File: src/rtl/root_tx_arbiter_pkg.sv
// Shared constants and types for the root transmit arbiter.
package root_tx_arbiter_pkg;

  localparam int unsigned ROOT_TX_REQ_RANK   = 0;
  localparam int unsigned ROOT_TX_REQ_ACT    = 1;
  localparam int unsigned ROOT_TX_FIFO_DEPTH = 2;

  typedef enum logic {
    REQ_RANK = 1'(ROOT_TX_REQ_RANK),
    REQ_ACT  = 1'(ROOT_TX_REQ_ACT)
  } root_tx_req_e;

endpackage

File: src/rtl/root_tx_fifo.sv
// Small synchronous skid FIFO, one per requester; head data is read combinationally.
module root_tx_fifo #(
  parameter int unsigned DATA_WIDTH = 32,
  parameter int unsigned DEPTH      = 2
) (
  input  logic                    clk,
  input  logic                    rst,
  input  logic                    i_push,
  input  logic [DATA_WIDTH-1:0]   i_push_data,
  input  logic                    i_pop,
  output logic [DATA_WIDTH-1:0]   o_head_data_c,
  output logic [$clog2(DEPTH):0]  o_count,
  output logic                    o_rdy_c
);

  localparam int unsigned AW = $clog2(DEPTH);
  localparam int unsigned CW = AW + 1;

  logic [DATA_WIDTH-1:0] r_mem [DEPTH];
  logic [AW-1:0]         r_wr_ptr;
  logic [AW-1:0]         r_rd_ptr;
  logic [CW-1:0]         r_count;
  logic                  w_push;
  logic                  w_pop;

  // Ready depends on the count register only: a full FIFO refuses even while popping.
  assign o_rdy_c       = (r_count < CW'(DEPTH));
  assign w_push        = i_push && o_rdy_c;
  assign w_pop         = i_pop && (r_count != '0);
  assign o_head_data_c = r_mem[r_rd_ptr];
  assign o_count       = r_count;

  always_ff @(posedge clk or posedge rst) begin
    if (rst) begin
      r_wr_ptr <= '0;
      r_rd_ptr <= '0;
      r_count  <= '0;
    end else begin
      if (w_push) r_wr_ptr <= r_wr_ptr + AW'(1);
      if (w_pop)  r_rd_ptr <= r_rd_ptr + AW'(1);
      case ({w_push, w_pop})
        2'b10:   r_count <= r_count + CW'(1);
        2'b01:   r_count <= r_count - CW'(1);
        default: r_count <= r_count;
      endcase
    end
  end

  always_ff @(posedge clk) begin
    if (w_push) r_mem[r_wr_ptr] <= i_push_data;
  end

endmodule

File: src/rtl/root_tx_arbiter.sv
// Shares the router LOCAL injection port between the rank and activation transmitters.
// Build option ROOT_TX_RANK_PRIO_EN selects fixed rank priority instead of round-robin.
`ifndef ROUTER_WIDTH
`define ROUTER_WIDTH 32
`endif

module root_tx_arbiter
  import root_tx_arbiter_pkg::*;
#(
  parameter int unsigned DATA_WIDTH = `ROUTER_WIDTH,
  parameter int unsigned FIFO_DEPTH = ROOT_TX_FIFO_DEPTH
) (
  input  logic                  clk,
  input  logic                  rst,
  input  logic                  rank_tx_en,
  input  logic [DATA_WIDTH-1:0] rank_tx_data,
  output logic                  rank_tx_rdy,
  input  logic                  act_tx_en,
  input  logic [DATA_WIDTH-1:0] act_tx_data,
  output logic                  act_tx_rdy,
  input  logic                  router_rdy,
  output logic                  out_tx_en,
  output logic [DATA_WIDTH-1:0] out_tx_data,
  output logic                  idle
);

  localparam int unsigned CW = $clog2(FIFO_DEPTH) + 1;

  logic [CW-1:0]         w_rank_count;
  logic [CW-1:0]         w_act_count;
  logic [DATA_WIDTH-1:0] w_rank_head;
  logic [DATA_WIDTH-1:0] w_act_head;
  logic                  w_rank_ne;
  logic                  w_act_ne;
  logic                  w_pop_valid;
  logic                  w_pop_rank;
  logic                  w_pop_act;
  root_tx_req_e          w_grant;

  root_tx_fifo #(.DATA_WIDTH(DATA_WIDTH), .DEPTH(FIFO_DEPTH)) u_rank_fifo (
    .clk           (clk),
    .rst           (rst),
    .i_push        (rank_tx_en),
    .i_push_data   (rank_tx_data),
    .i_pop         (w_pop_rank),
    .o_head_data_c (w_rank_head),
    .o_count       (w_rank_count),
    .o_rdy_c       (rank_tx_rdy)
  );

  root_tx_fifo #(.DATA_WIDTH(DATA_WIDTH), .DEPTH(FIFO_DEPTH)) u_act_fifo (
    .clk           (clk),
    .rst           (rst),
    .i_push        (act_tx_en),
    .i_push_data   (act_tx_data),
    .i_pop         (w_pop_act),
    .o_head_data_c (w_act_head),
    .o_count       (w_act_count),
    .o_rdy_c       (act_tx_rdy)
  );

  assign w_rank_ne = (w_rank_count != '0);
  assign w_act_ne  = (w_act_count != '0);

`ifdef ROOT_TX_RANK_PRIO_EN
  always_comb begin
    w_grant = REQ_RANK;
    if (!w_rank_ne) w_grant = REQ_ACT;
  end
`else
  root_tx_req_e r_last_grant;

  // On a tie, serve whoever did not win last; last_grant only moves on a pop.
  always_comb begin
    w_grant = REQ_RANK;
    if (w_rank_ne && w_act_ne) begin
      w_grant = (r_last_grant == REQ_ACT) ? REQ_RANK : REQ_ACT;
    end else if (!w_rank_ne) begin
      w_grant = REQ_ACT;
    end
  end

  always_ff @(posedge clk or posedge rst) begin
    if (rst) begin
      r_last_grant <= REQ_ACT;
    end else if (w_pop_valid) begin
      r_last_grant <= w_grant;
    end
  end
`endif

  assign w_pop_valid = router_rdy && (w_rank_ne || w_act_ne);
  assign w_pop_rank  = w_pop_valid && (w_grant == REQ_RANK);
  assign w_pop_act   = w_pop_valid && (w_grant == REQ_ACT);

  // Output register: data holds its last value when no flit is popped.
  always_ff @(posedge clk or posedge rst) begin
    if (rst) begin
      out_tx_en   <= 1'b0;
      out_tx_data <= '0;
    end else begin
      out_tx_en <= w_pop_valid;
      if (w_pop_valid) begin
        out_tx_data <= (w_grant == REQ_RANK) ? w_rank_head : w_act_head;
      end
    end
  end

  assign idle = !out_tx_en && !w_rank_ne && !w_act_ne;

endmodule
File: config.mk
export PLATFORM = sky130hd
export DESIGN_NAME = root_tx_arbiter
export DESIGN_NICKNAME = d
export VERILOG_FILES = /design/src/rtl/root_tx_arbiter_pkg.sv /design/src/rtl/root_tx_fifo.sv /design/src/rtl/root_tx_arbiter.sv
export SDC_FILE = /design/constraint.sdc
export NUM_CORES = 1
export LEC_CHECK = 0
export CORE_ASPECT_RATIO = 0.6
export CORE_MARGIN = 4
export CORE_UTILIZATION = 48
export CTS_CLUSTER_SIZE = 30
export DETAILED_ROUTE_END_ITERATION = 8
export PLACE_DENSITY = 0.75
export SETUP_SLACK_MARGIN = 0.15
export SYNTH_ARGS = -nofsm -noshare
export SYNTH_HDL_FRONTEND = slang
export SYNTH_HIERARCHICAL = 1
export SYNTH_SLANG_ARGS = --single-unit
File: constraint.sdc
create_clock -name clk -period 2.25 [get_ports clk]
set_input_delay 0.675 -clock clk [delete_from_list [all_inputs] [get_ports clk]]
set_output_delay 0.675 -clock clk [all_outputs]
set_load 0.02 [all_outputs]
; Word level (Yosys, flattened, before mapping)
; Memory sizes are Yosys's and may differ from the RTL's.
; Index checks and enable logic that the tools add are counted.
[word_totals]
regBits = 42
mem_bits_rw = 128
inputBits = 69
out_inout_bits = 36
wordCells = 54
n_memories = 2
[classes]
add_sub_neg = 8
order_cmp = 2
n_eq_ne = 4
muxes = 10
n_bitwise = 1
reduce_logical = 18
[mem_list]
columns = memory, depth, width, read_ports, rd_ports_with_merged_regs, write_ports, line
row1 = u_act_fifo.r_mem, 2, 32, 1, 0, 1, root_tx_fifo.sv:19  ; logic [DATA_WIDTH-1:0] r_mem [DEPTH];
row2 = u_rank_fifo.r_mem, 2, 32, 1, 0, 1, root_tx_fifo.sv:19
[op_table]
columns = operator, count
row1 = $mux 32, 1
row2 = $logic_and 1x1->1, 10
row3 = $pmux 2 s2, 2
row4 = $reduce_bool 2->1, 4
row5 = $mux 1, 7
row6 = $add 1x1->1 const B, 4
row7 = $add 2x1->2 const B, 2
row8 = $eq 2x1->1 const B, 2
row9 = $eq 2x2->1 const B, 2
row10 = $lt 2x2->1 const B, 2
row11 = $sub 2x1->2 const B, 2
row12 = $logic_not 1->1, 3
row13 = $logic_or 1x1->1, 1
row14 = $not 1->1, 1

; Longest topological paths before layout
[depth]
depth_word = 8
ltp_mapped = 9
depth_no_buf = 7

; Hierarchy
; Netlist, hierarchy kept.
[modules_own_cells]
columns = mod, n_inst, cells_per_inst, area_each_um2, seq_area_each_um2
row1 = root_tx_fifo, 2, 117, 2651.3, 2021.9
row2 = root_tx_arbiter, 1, 122, 1524.0, 852.1

; Worst setup path before layout
; Ideal clock, no wire load.
[synth_path]
path_kind = input port to flip-flop
from = input port act_tx_en
to = memory u_act_fifo.r_mem[0][0] (enable)
setup_time_ns = 0.421
arrival_time_ns = 2.140
required_time_ns = 1.829
setup_slack_ns = -0.312
cell_stages = 2
n_path_buf = 0
path_cell_list = nand2_1 -> nor2_1
[synth_via]
elab_chain_len = 3
[synth_lines]
columns = element, line
row1 = from (decl), root_tx_arbiter.sv:18  ; input logic act_tx_en,
row2 = $logic_and 1x1->1, root_tx_fifo.sv:28  ; assign w_push = i_push && o_rdy_c;
row3 = $mux 1, root_tx_fifo.sv:50  ; if (w_push) r_mem[r_wr_ptr] <= i_push_data;
row4 = $mux 1 (implied by the code), root_tx_fifo.sv:50
row5 = to (decl), root_tx_fifo.sv:19
; No other way between the ends.

; Final worst setup path
[layout_path]
from = register u_rank_fifo.r_count[1] (netlist: u_rank_fifo/o_count[1])
to = output port idle
[layout_via]
elab_chain_len = 4
[layout_lines]
columns = element, line
row1 = from (decl), root_tx_fifo.sv:22  ; logic [CW-1:0] r_count;
row2 = from (signal assigned), root_tx_fifo.sv:42  ; 2'b10: r_count <= r_count + CW'(1);
row3 = from (signal assigned), root_tx_fifo.sv:43  ; 2'b01: r_count <= r_count - CW'(1);
row4 = from (signal assigned), root_tx_fifo.sv:44  ; default: r_count <= r_count;
row5 = $reduce_bool 2->1, root_tx_arbiter.sv:62  ; assign w_rank_ne = (w_rank_count != '0);
row6 = $logic_not 1->1, root_tx_arbiter.sv:109  ; assign idle = !out_tx_en && !w_rank_ne && !w_act_ne;
row7 = $logic_and 1x1->1 (2 in series), root_tx_arbiter.sv:109
row8 = to (decl), root_tx_arbiter.sv:24  ; output logic idle
; No other way between the ends.

==> results.toml <==
[clocking]
clkTransAtPathRegs_ns = 0.07
clk_path_buf_depth = 2
clkLatencyLatePin_ns = 0.41
numCtsBuffers = 17
htree_levels = 4
cts_tree = "built"
cts_num_sinks = 170
cts_hold_buf = 0
ctsRootBufferMaster = "clkbuf_16"

[global_route]
gr-total-overflow = 0
antenna_found_initial = 1
grt_usage_pct = 19.1
grt_max_degree = 35
grt_pass1_wl_um = 23000
grt_pass1_vias = 3877

[synthesis]
yosysTopAreaCellShare_pct = 56.3
syn_area_um2 = 6830
synth_nets = 427
syn_inst = 356
ys_ff_latch = 170
ys_top_cells_by_area = "edfxtp_1 (56%), dfrtp_1 (15%), mux2_4 (13%)"
synth.distinct_cells = 25
ys.warnings.count = 6
netlist.top_cell.by_area = "edfxtp_1"
yosysSeqAreaShare_pct = 71.7
syn_avg_cell_area_um2 = 19.2

[placed_design]
port_buffers = 104
finalWeightedCongestion = 0.846
dp_hpwl_um = 10300
place_inst = 650

[route]
wl_um = 15200
vias = 3669
detail-route-antenna-nets = 0
wire_per_inst_um = 22.3
drt_iter0_drc = 286
drtPass1Iterations = 4
vias_per_cell = 5.37
drc_errors = 0

[sta]
finalHoldViolations = 0
slew_violations = 0
finalCriticalPeriod_ns = 2.24
finalSetupViolations = 0
worst_slew_margin_rel_pct = 69.7
final_min_period_over_clock_period_pct = 99.7
setup_tns_ns = 0
rsz0062_at_grt = "yes"
max_freq_ghz = 0.446
tightest_slew_ns = 0.454
finClkSkew_ns = 0.00980

[flow_run]
max-cap-violations = 0

[floorplanning]
die_x_um = 162
die_area_um2 = 16300
core_area_um2 = 13800
dieHeight_um = 100
io_pins = 105
initial_utilization_pct = 49.5
num_rows = 33

[final_layout]
drive_above_1_share_pct = 25.9
layout.cells.most_common_list = "edfxtp_1 (128), clkdlybuf4s50_1 (80), mux2_4 (58)"
nets = 549
n_fill_cell = 987
final_cells = 683
antenna_cells = 0
area_growth_pct = 28.5
final_common_cell = "edfxtp_1"

[worst_setup_path]
crit_fanout = 2
crit_required_ns = 1.57
worstSetupPathType = "flop to output port"
cp-end-kind = "output port"
crit_arrival_ns = 1.57
cp-start-kind = "flop"

[min_path]
hp-class = "flop to flop"

[pwr]
vdd_drop_max_mv = 0.535
leakage_nw = 3.60
p_per_area_nw_per_um2 = 1340

[run_status]
status = "finished clean"
-- flip-flops by register name (all words and copies together) (netlist names) --
name	cells
out_tx_data	32
out_tx_en	1
r_last_grant	1
u_act_fifo/o_count	2
u_act_fifo/r_mem	64
u_act_fifo/r_rd_ptr	1
u_act_fifo/r_wr_ptr	1
u_rank_fifo/o_count	2
u_rank_fifo/r_mem	64
u_rank_fifo/r_rd_ptr	1
u_rank_fifo/r_wr_ptr	1
-- synth_stat cells (all sizes together) --
cell    count
edfxtp    128
mux2       64
dfrtp      41
and3       34
a221o      32
buf        13
clkbuf      8
xnor2       8
inv         6
nor2        5
nand2       3
o21a        3
ha          2
xor2        2
a21o        1
and2        1
dfstp       1
o211a       1
o21ai       1
o21bai      1
or4         1
-- report_power, final --
part / leakage (nW) / switching (mW) / internal [mW]
registers: 1.68 / 0.406 / 4.24
clock network: 0.276 / 1.22 / 1.66
logic: 1.64 / 2.07 / 2.14
total: 3.60 / 3.70 / 8.05
-- stage by stage --
step	setup slack [ns]	hold WS, ns	utilization [%]	power (mW)	instance area [um2]
after floorplan	0.214	0.441	-	7.45	6830
after global placement	-0.0695	0.494	59.0	8.83	8140
after detailed placement	-0.0726	0.507	59.0	8.96	8140
after CTS	-0.0180	0.523	63.4	11.9	8740
after global routing	-0.0292	0.533	63.6	12.2	8770
final	0.00609	0.512	63.6	11.7	8770
-- worst max-delay path: stages, from the launching register on --
cell     delay [ns]
dfrtp_1        0.38
or4_4          0.56
nor2_4         0.10
buf_6          0.12
-- cell type report --
| cell class | count | area [um2] | area share (%) |
|---|---|---|---|
| Inverter | 6 | 22.5 | 0.257 |
| Timing Repair Buffer | 124 | 1310 | 14.9 |
| Tap cell | 192 | 240 | 2.74 |
| Clock inverter | 14 | 163 | 1.85 |
| Multi-Input combinational cell | 159 | 1710 | 19.5 |
| Sequential cell | 170 | 4900 | 55.8 |
| Clock buffer | 18 | 429 | 4.89 |
-- cells by family (layout without fill, tap and decap cells) --
logic type	after synthesis	in the layout	synth area share, %
xor gates and xnor gates	10	10	1.28
buffers and inverters	27	162	3.50
DFF	170	170	71.7
muxes	64	64	13.7
adders and majority gates	2	2	0.367
AOI/OAI and AO/OA	39	39	5.46
and+or+nand+nor	44	44	3.92
-- routing by layer --
metal	GRT usage [%]	part of all wire, %
met3	7.26	10
met4	4.29	0.74
met5	0	0.086
met1	28.2	47
met2	27.2	42
-- final timing paths --
kind / endpoint / start / slack (ns) / depth (start not counted)
worst max register to register: out_tx_data[27] / u_rank_fifo/o_count[1] / 0.47 / 4
worst min register to register: out_tx_data[10] / out_tx_data[10] / 0.51 / 1
max in group asynchronous: r_last_grant / rst / 1.25 / 3
min in group asynchronous: u_act_fifo/r_rd_ptr / rst / 0.56 / 2
worst min-delay path: out_tx_data[10] / out_tx_data[10] / 0.51 / 1
worst max-delay path: idle / u_rank_fifo/o_count[1] / 0.006 / 3
-- repair_timing --
item,4_1_cts,5_1_grt
pin swaps,2,2
buffers inserted,1,0
setup endpoints to repair,8,17
gates resized for setup,20,16
No activity file was read; power rests on OpenSTA's default activity.
==> RTL edit 1 (same settings) <==
Reset style: synchronous (`rst`), changed in 3 clocked blocks.
--- a/src/rtl/root_tx_fifo.sv
+++ b/src/rtl/root_tx_fifo.sv
@@ -30,7 +30,7 @@
   assign o_head_data_c = r_mem[r_rd_ptr];
   assign o_count       = r_count;
 
-  always_ff @(posedge clk or posedge rst) begin
+  always_ff @(posedge clk) begin
     if (rst) begin
       r_wr_ptr <= '0;
       r_rd_ptr <= '0;
--- a/src/rtl/root_tx_arbiter.sv
+++ b/src/rtl/root_tx_arbiter.sv
@@ -80,7 +80,7 @@
     end
   end
 
-  always_ff @(posedge clk or posedge rst) begin
+  always_ff @(posedge clk) begin
     if (rst) begin
       r_last_grant <= REQ_ACT;
     end else if (w_pop_valid) begin
@@ -94,7 +94,7 @@
   assign w_pop_act   = w_pop_valid && (w_grant == REQ_ACT);
 
   // Output register: data holds its last value when no flit is popped.
-  always_ff @(posedge clk or posedge rst) begin
+  always_ff @(posedge clk) begin
     if (rst) begin
       out_tx_en   <= 1'b0;
       out_tx_data <= '0;
Check against the original RTL: differs if rst is asserted again (counterexample within 4 cycles, from zero or initial values and one cycle with rst high); with rst held inactive, the same outputs for 4 cycles.
==> RTL edit 1 against the original RTL <==
Global-route usage rose by 0.26 points. Power decreased by 18%. Synthesized cell count grew 5.1%. Setup slack better by 13 ps. Clock skew shrank 1.2 ps. Synthesized area down 4.2%. Hold slack got worse by 15 ps. Maximum frequency up 0.56%. Wire length decreased by 2.5%. Non-clock buffer count increased by 15. Combinational power down 37%. Sequential cell count increased by 2. Cell area is 1.1% lower. Die area fell by 3.9%. Critical path type unchanged. Highest routed layer is now met4.
==> RTL edit 1: results <==
group,metric,value,unit
outcome,status,"completed",
drt,vias,3851,
synth,synth.net_count,445,
pwr,p_seq,4.28,mW
synth,synth_area_per_cell,17.5,um2
synth,synthArstFlopShare,0,%
pwr,power.leakage,3.26,nW
final_layout,bufAreaShareNonClock,16.5,%
final_layout,inverters,2,
synth,synthTopCellsByCount,"edfxtp_1 (128), mux2_2 (60), dfxtp_1 (44)",
final_layout,clk_share,6.58,%
placed_design,pre_cts_slack,-147,ps
synth,synth_seq_cells,172,
final_layout,nets,580,
placed_design,place_area,0.00804,mm2
clocking,post_cts.repair.setup_buffers,0,
final_layout,instances_no_fill,692,
global_routing,grt_pass1_vias,4014,
final_layout,multi_input_area,0.00172,mm2
drt,first_pass_iters,5,
sta,finClkSkew,8.55,ps
synth,ys_seq_area_share,72.2,%
final_layout,n_all_buffers,139,
pwr,vdd_drop_max,0.625,mV
drt,route.detailed.wl_per_inst,21.4,um
global_routing,grt_max_degree,33,
final_layout,nFillCells,889,
final_layout,final_layout_size_suffix_gt1_share,33.1,%
placed_design,place_hpwl,9.26,mm
pwr,total_power,9.69,mW
final_layout,multi_input_cells,177,
==> RTL edit 1: worst paths after layout <==
kind / to / slack [ps] / depth (start not counted)
min reg2reg: out_tx_data[22]$_SDFFE_PP0P_ / 500 / 1
min: out_tx_data[22]$_SDFFE_PP0P_ / 500 / 1
max: idle / 20 / 3
max reg2reg: out_tx_data[2]$_SDFFE_PP0P_ / 330 / 4
==> RTL edit 1: routing by layer <==
layer	GRT usage [%]	wire (um)
met1	28.8	6960
met2	28.3	6680
met3	4.91	1050
met4	5.77	138
met5	0	0
==> RTL edit 1: cell families after synthesis <==
kind of cell    count (synthesis)  share of synthesized area [%]
xor+xnor                        8                           1.07
flops                         172                           72.2
buf+inv                        26                           2.26
compound gates                 45                           6.91
simple gates                   57                           6.12
fa+ha+maj                       2                          0.383
mux                            64                           11.0
==> RTL edit 1: what timing repair did <==
item	CTS	global route
gates cloned	1	0
resized for setup	11	23
pin swaps	1	2
setup endpoints to repair	39	19
==> RTL edit 2 (same settings) <==
Made on the original files. Set the macro `ROUTER_WIDTH` to 64 (it was 32).
--- a/src/rtl/root_tx_arbiter.sv
+++ b/src/rtl/root_tx_arbiter.sv
@@ -1,7 +1,7 @@
 // Shares the router LOCAL injection port between the rank and activation transmitters.
 // Build option ROOT_TX_RANK_PRIO_EN selects fixed rank priority instead of round-robin.
 `ifndef ROUTER_WIDTH
-`define ROUTER_WIDTH 32
+`define ROUTER_WIDTH 64
 `endif
 
 module root_tx_arbiter
Ports: changed (resized act_tx_data, out_tx_data and rank_tx_data); port bits go from 105 to 201. The function was not compared with the original's and may differ.
==> RTL edit 2 against the original RTL <==
The run now ends with setup timing left. Sequential cell count increased by 160. Combinational power increased by 75%. Synthesized area increased by 90%. Largest cell class unchanged. Sequential share of layout area increased by 2.1 points. Power increased by 80%. Wire length increased by 88%. Largest power group unchanged. Critical path depth unchanged. Setup slack got worse by 150 ps. Cell area increased by 88%. Register-to-register slack got worse by 60 ps.
==> RTL edit 2: results <==
group,metric,value,unit
global_routing,grt_pass1_vias,7205,
drt,via_per_inst,5.43,
outcome,status,"finished with violations",
synth,syn_inst,665,
clocking,htreeDepth,1,
synth,synthArstFlopShare,22.4,%
drt,wl,28.6,mm
drt,drt_iter0_drc,461,
drt,vias,6885,
placed_design,dp_cells,1214,
hold_path,hold_path.class,"primary input to async pin",
sta,setup_ws,-144,ps
final_layout,reg_top3,"u_act_fifo/r_mem: 128 flops, u_rank_fifo/r_mem: 128 flops, out_tx_data: 64 flops",
outcome,violations,"setup timing",
placed_design,place.gp.congestion,0.740,
pwr,power.leakage,6.48,nW
synth,synth-edff-count,256,
final_layout,final_layout_size_suffix_gt1_share,24.6,%
sta,finClkSkew,21.4,ps
synth,synth.net_count,800,
final_layout,nets,1021,
critical_path,reg2regPathDepth,3,
synth,ys_top_cells_by_area,"edfxtp_1 (59%), dfrtp_1 (14%), mux2_4 (12%)",
global_routing,antenna_found_initial,8,
sta,finalSetupViolCount,1,
global_routing,grt_pass1_wl,43.5,mm
critical_path,r2r-start,"u_act_fifo/r_rd_ptr$_DFFE_PP0P_",
placed_design,port_buffers,200,
synth,synth_cell_types,26,
synth,ys_seq_area_share,73.6,%
critical_path,cp.arrival,1720,ps
global_routing,grt_max_degree,67,
global_routing,track_usage,19.1,%
pwr,switching_share,30.8,%
-- RTL edit 2: changes by cell type after synthesis, moves of 11 or more --
cell | unedited run | this run
dfrtp_1 | 41 | 73
mux2_2 | 6 | 28
edfxtp_1 | 128 | 256
mux2_4 | 58 | 100
clkbuf_1 | 8 | 19
and3_1 | 34 | 66
a221o_1 | 32 | 64
-- RTL edit 2: worst paths after layout --
check                                                endpoint  slack (ps)
min reg2reg                        out_tx_data[2]$_DFFE_PP0P_         500
min                        u_rank_fifo/o_count[0]$_DFFE_PP0P_         480
max                                                      idle        -140
max in group asynchronous            r_last_grant$_DFFE_PP1P_        1200
min in group clk                   out_tx_data[2]$_DFFE_PP0P_         500
max reg2reg                       out_tx_data[54]$_DFFE_PP0P_         410
-- RTL edit 2: cell type report --
cell class,count,area [um2]
clock buffer,40,787
clock inverter,13,138
fill,1911,9990
inverter,6,31.3
multi-input combinational,287,3170
sequential,330,9550
tap,360,450
timing repair buffer,232,2360
-- RTL edit 2: timing repair --
item | 4_1_cts | 5_1_grt
gates cloned | 0 | 0
endpoints found under the setup margin | 68 | 3
gates resized for setup | 82 | 3
pin swaps | 0 | 1
setup buffers | 0 | 1
-- RTL edit 2: power groups by stage --
stage | clock network, mW | logic [mW] | registers (mW)
finish | 4.86 | 7.35 | 8.98
detailed placement | 0 | 7.84 | 9.10
floorplan | 0 | 4.34 | 9.53
CTS | 4.99 | 7.43 | 8.98
global placement | 0 | 7.73 | 9.07
global route | 5.24 | 7.81 | 9.12
-- RTL edit 2: stage by stage --
stage / instance area, um2 / setup slack (ps)
6_report: 16500 / -144
5_1_grt: 16500 / -206
4_1_cts: 16500 / -148
3_5_place_dp: 15600 / -48.6
3_3_place_gp: 15600 / -44.7
2_1_floorplan: 13000 / 143
-- RTL edit 2: per-layer routing --
| metal | up-vias | wire length (um) | global-route usage (%) |
|---|---|---|---|
| li1 | 3093 | - | - |
| met1 | 3533 | 12900 | 27.0 |
| met2 | 202 | 13400 | 31.0 |
| met3 | 41 | 1880 | 5.11 |
| met4 | 16 | 342 | 2.68 |
| met5 | - | 103 | 0 |
-- RTL edit 2: logic make-up after synthesis --
logic type               synth area share [%]
multiplexers                             14.0
AND/OR/NAND/NOR                          3.57
XOR/XNOR                                0.676
AO/OA/AOI/OAI                            5.35
adder cells (fa/ha/maj)                 0.193
buffers and inverters                    2.57
flip-flops                               73.6
-- RTL edit 2: critical path, delay by kind of cell (launching register included) --
kind / cells / cell delay (ps)
simple gates: 2 / 670
flops: 1 / 390
buf+inv: 1 / 120
